### src/rtl/mem_port_arbiter_pkg.sv
// Shared types and constants for the fetch/data memory port arbiter.
package mem_port_arbiter_pkg;

    typedef enum logic [1:0] {
        ST_IDLE   = 2'd0,
        ST_RESP_I = 2'd1,
        ST_RESP_D = 2'd2
    } arb_state_e;

    localparam logic [2:0] FUNCT3_LW      = 3'b010;
    localparam int         DEFAULT_ADDR_W = 6;

endpackage

### src/rtl/mem_port_arbiter.sv
// Single-port memory arbiter between instruction fetch and data access.
// Data wins by default; a bounded starvation counter guarantees fetch progress.
//
//   state     | meaning
//   ----------+-----------------------------------------------
//   ST_IDLE   | no response due this cycle
//   ST_RESP_I | fetch data registered last edge, if_rvalid high
//   ST_RESP_D | load data / store ack due, dm_rvalid high
module mem_port_arbiter
    import mem_port_arbiter_pkg::*;
#(
    parameter int ADDR_W     = DEFAULT_ADDR_W,
    parameter int STARVE_MAX = 3
) (
    input  logic              clk,
    input  logic              rst_n,

    input  logic              if_req,
    input  logic [ADDR_W-1:0] if_addr,
    output logic              if_gnt,
    output logic              if_rvalid,
    output logic [31:0]       if_rdata,

    input  logic              dm_req,
    input  logic              dm_we,
    input  logic [2:0]        dm_funct3,
    input  logic [ADDR_W-1:0] dm_addr,
    input  logic [31:0]       dm_wdata,
    output logic              dm_gnt,
    output logic              dm_rvalid,
    output logic [31:0]       dm_rdata,

    output logic [ADDR_W-1:0] mem_addr,
    output logic              mem_re,
    output logic              mem_we,
    output logic [2:0]        mem_funct3,
    output logic [31:0]       mem_wdata,
    input  logic [31:0]       mem_rdata,

    output logic              pc_stall
);

    localparam int              CNT_W      = (STARVE_MAX < 2) ? 1 : $clog2(STARVE_MAX + 1);
    localparam logic [CNT_W-1:0] STARVE_TOP = CNT_W'(STARVE_MAX);

    arb_state_e       state_q, state_d;
    logic [CNT_W-1:0] starve_q, starve_d;
    logic [31:0]      if_rdata_q, if_rdata_d;
    logic [31:0]      dm_rdata_q, dm_rdata_d;
    logic             force_if;

    // Fetch takes the port only when data is idle or fetch has waited too long.
    assign force_if = if_req && (starve_q == STARVE_TOP);
    assign dm_gnt   = rst_n & dm_req & ~force_if;
    assign if_gnt   = rst_n & if_req & ~dm_gnt;
    assign pc_stall = if_req & ~if_gnt;

    always_comb begin
        starve_d   = starve_q;
        state_d    = ST_IDLE;
        if_rdata_d = if_rdata_q;
        dm_rdata_d = dm_rdata_q;
        mem_addr   = '0;
        mem_re     = 1'b0;
        mem_we     = 1'b0;
        mem_funct3 = 3'b000;
        mem_wdata  = '0;

        if (!if_req || if_gnt) begin
            starve_d = '0;
        end else if (dm_gnt && (starve_q != STARVE_TOP)) begin
            starve_d = starve_q + CNT_W'(1);
        end

        if (dm_gnt) begin
            state_d    = ST_RESP_D;
            mem_addr   = dm_addr;
            mem_funct3 = dm_funct3;
            mem_wdata  = dm_wdata;
            mem_we     = dm_we;
            mem_re     = ~dm_we;
            // Stores return a zero word alongside the acknowledge.
            dm_rdata_d = dm_we ? 32'd0 : mem_rdata;
        end else if (if_gnt) begin
            state_d    = ST_RESP_I;
            mem_addr   = if_addr;
            mem_funct3 = FUNCT3_LW;
            mem_re     = 1'b1;
            if_rdata_d = mem_rdata;
        end
    end

    always_ff @(posedge clk or negedge rst_n) begin
        if (!rst_n) begin
            state_q    <= ST_IDLE;
            starve_q   <= '0;
            if_rdata_q <= '0;
            dm_rdata_q <= '0;
        end else begin
            state_q    <= state_d;
            starve_q   <= starve_d;
            if_rdata_q <= if_rdata_d;
            dm_rdata_q <= dm_rdata_d;
        end
    end

    assign if_rvalid = (state_q == ST_RESP_I);
    assign dm_rvalid = (state_q == ST_RESP_D);
    assign if_rdata  = if_rdata_q;
    assign dm_rdata  = dm_rdata_q;

endmodule

### config.mk
export PLATFORM = sky130hd
export DESIGN_NAME = mem_port_arbiter
export DESIGN_NICKNAME = d
export VERILOG_FILES = /design/src/rtl/mem_port_arbiter_pkg.sv /design/src/rtl/mem_port_arbiter.sv
export SDC_FILE = /design/constraint.sdc
export NUM_CORES = 1
export LEC_CHECK = 0
export BUFFER_PORTS_ARGS = -buffer_cell sky130_fd_sc_hd__buf_2
export CORE_UTILIZATION = 30
export DETAILED_ROUTE_END_ITERATION = 10
export PLACE_DENSITY_LB_ADDON = 0.12
export SLEW_MARGIN = 30
export SYNTH_ARGS = -nofsm -noshare
export SYNTH_HDL_FRONTEND = slang
export SYNTH_SLANG_ARGS = --single-unit
### constraint.sdc
create_clock -name clk -period 2.7 [get_ports clk]
set_input_delay 0.54 -clock clk [delete_from_list [all_inputs] [get_ports clk]]
set_output_delay 0.54 -clock clk [all_outputs]
set_load 0.01 [all_outputs]
==> impl_metrics.csv <==
group,metric,value,unit
synth,syn_area,3279,µm²
setup_path,cp-start-kind,"flop",
floorplan,core_area,10460,µm²
drt,drc,0,
drt,vias_per_cell,4.296,
setup_path,arrival,1810,ps
global_route,grt_pass1_vias,2359,
finish,layout_common_cells,"buf_2 (194), dfrtp_1 (68), and2_1 (36), nor2b_1 (36), mux2_4 (30)",
drt,drt_wl_total,7912,µm
synth,syn-mean-instance-area,13.72,µm²
synth,yosys.cell_types.count,23,
power_and_ir_drop,p_sw_share,29.65,%
synth,synthMuxAreaShare,25.41,%
sta,setup_viol,0,
drt,ant_nets,0,
finish,num-fill-cells,1035,
finish,antenna_cells,0,
global_route,gr-total-overflow,0,
clock_network,post-cts-setup-buffer-count,0,
sta,slew_violations,0,
clock_network,clk_path_buf_depth,2,
synth,yosys_warnings,0,
clock_network,cts_tree,"yes",
sta,layout_min_cycle_time,2345,ps
placement,port_buffers,195,
clock_network,cts_hold_buf,0,
setup_path,timing.critical_path.buf_inv,2,
synth,async_flop_share,100.0,%
setup_path,cp-end-kind,"primary output",
hold_path,hold_class,"in2async",
drt,wl_per_cell,13.71,µm
synth,synthSimpleGateAreaFrac,14.96,%
global_route,grt_max_degree,73,
power_and_ir_drop,p_int,1.881,mW
global_route,grt.total_usage,13.77,%
synth,synth_flop_cell,"dfrtp_1",
synth,synthXorXnorAreaFrac,0,%
clock_network,cts_made_buffers,9,
synth,syn-num-nets,324,
setup_path,crit_family,"buffers and inverters",
sta,max_freq,426.4,MHz
synth,synthCells,239,
placement,placed_cell_area,4344,µm²
sta,final.period_utilization,86.86,%
sta,rsz0062_at_grt,"no",
setup_path,slowest_delay,400,ps
sta,slew-limit-headroom,56.11,%
global_route,grt_pass1_wl,12080,µm
outcome,status,"finished clean",
global_route,antenna_found_initial,0,
synth,ys_seq_elements,68,
finish,final_design_area_no_fill,4522,µm²
finish,final_common_cell,"buf_2",
drt,drt_first_pass_iters,4,
setup_path,required,2160,ps
clock_network,clock-sinks,68,
clock_network,clk_pin_slew_worst_paths,70,ps
setup_path,worstSetupPathType,"reg2out",
power_and_ir_drop,p_clk_share,28.2,%
floorplan,start_util,31.34,%
synth,synth_top_family_by_area,"multiplexers",
placement,dp_hpwl,5805,µm
power_and_ir_drop,seqPwrFrac,46.7,%
floorplan,dieArea,11350,µm²
floorplan,fp.dieW,106.6,µm
power_and_ir_drop,power_density,591.3,nW/µm²
setup_path,critPathSlowestCell,"dfrtp_1",
clock_network,clk_latency,340,ps
power_and_ir_drop,p_comb_share,25.1,%
sta,fin_setup_tns,0,ps
power_and_ir_drop,peakVddDrop,0.0003312,V
synth,synth_fa_ha_area_share,0.3815,%
setup_path,path_cells,"ha_1 -> a21oi_4 -> buf_4 -> and2_1 -> buf_2",
placement,place_congestion,0.7030,
setup_path,cp_max_fo,42,
drt,via_count,2479,
clock_network,clockRootBuffer,"clkbuf_8",
floorplan,die_h,106.6,µm
finish,drive_gt1_share,63.27,%
power_and_ir_drop,power.net_switching,0.7929,mW
drt,drt_iter0_markers,75,
sta,hold_viol,0,
sta,worst_pin_slew,658.3,ps
sta,skew,18.71,ps
run,cap_violations,0,
clock_network,htree_levels,3,
synth,synth_edf_count,0,
synth,seq_area_frac_synth,51.89,%
synth,synth_compound_area_share,2.747,%
power_and_ir_drop,p_leak,2.452,nW
floorplan,ios,196,
floorplan,num_rows,37,
clock_network,cts_resized,0,
finish,syn_to_final_growth,37.89,%
finish,final_nets,521,
registers in the layout (all words and copies together) (netlist names):
signal / cells
dm_rdata: 32
starve_q: 2
state_q: 2
if_rdata: 32
per-stage QoR:
step                      setup slack (ps)  hold WS, ps  util, %  cells  power [mW]
after floorplan                      733.2        244.4        -    239       1.642
after global placement               632.1        464.5    41.52    561       1.946
after detailed placement             609.5        475.3    41.52    561       1.952
after CTS                            308.9        408.2    43.18    577       2.724
after global routing                 211.9        379.0    43.22    577       2.827
final                                354.7        309.1    43.22    577       2.674
worst register-to-register path: stages, from the launching register on:
cell and delay (ps):
dfrtp_1 370, ha_1 230, nand2b_4 160, and3_4 330, buf_4 340, mux2_2 380
logic make-up (layout without fill, tap and decap cells):
logic type | count (synthesis) | in the layout
buf+inv | 18 | 220
mux | 64 | 64
fa+ha+maj | 1 | 1
compound gates | 11 | 11
simple gates | 77 | 77
flops | 68 | 68
power by group through the flow:
stage	registers [mW]	logic, mW	clock network [mW]
2_1_floorplan	1.34	0.298	0
3_3_place_gp	1.26	0.681	0
3_5_place_dp	1.27	0.685	0
4_1_cts	1.25	0.686	0.786
5_1_grt	1.27	0.728	0.827
6_report	1.25	0.671	0.753
routing by layer:
metal | GRT usage (%) | vias up | routed length (µm)
met5 | 0 | - | 0
met3 | 3.495 | 11 | 591
li1 | - | 1187 | -
met2 | 22.31 | 104 | 3809
met4 | 5.871 | 0 | 137
met1 | 17.38 | 1177 | 3372
path summary, 6_finish.rpt:
| kind | start | endpoint | slack [ps] | cells past startpoint |
|---|---|---|---|---|
| setup / recovery | starve_q[0]$_DFFE_PN0P_ | mem_wdata[3] | 350 | 5 |
| hold / removal | rst_n | if_rdata[23]$_DFFE_PN0P_ | 310 | 2 |
| setup reg to reg | starve_q[0]$_DFFE_PN0P_ | if_rdata[1]$_DFFE_PN0P_ | 780 | 5 |
| hold reg to reg | dm_rdata[24]$_DFFE_PN0N_ | dm_rdata[24]$_DFFE_PN0N_ | 490 | 1 |
| max in group asynchronous | rst_n | dm_rdata[11]$_DFFE_PN0N_ | 1920 | 2 |
| min in group clk | mem_rdata[24] | if_rdata[24]$_DFFE_PN0P_ | 430 | 2 |
layout make-up:
cell class / instances / area [µm²] / share of cell area (%)
Sequential cell: 68 / 1702 / 37.63
Multi-Input combinational cell: 153 / 1434 / 31.71
Timing Repair Buffer: 202 / 1035 / 22.88
Tap cell: 136 / 170.2 / 3.763
Clock buffer: 9 / 123.9 / 2.739
Clock inverter: 7 / 50.05 / 1.107
Inverter: 2 / 7.507 / 0.1660
cell usage after synthesis (2+ instances only):
cell	number	share of area, %
buf_4	2	0.46
inv_1	2	0.23
mux2_1	6	2.1
dfrtp_1	68	52
and2_1	36	6.9
buf_12	3	1.8
nor2b_1	36	6.9
buf_6	3	1.0
buf_2	2	0.31
nand2_1	2	0.23
mux2_2	28	9.6
clkbuf_1	4	0.46
a22o_1	6	1.6
clkbuf_2	2	0.31
mux2_4	30	14
a21o_1	2	0.46
No activity file was read; power rests on OpenSTA's default activity.
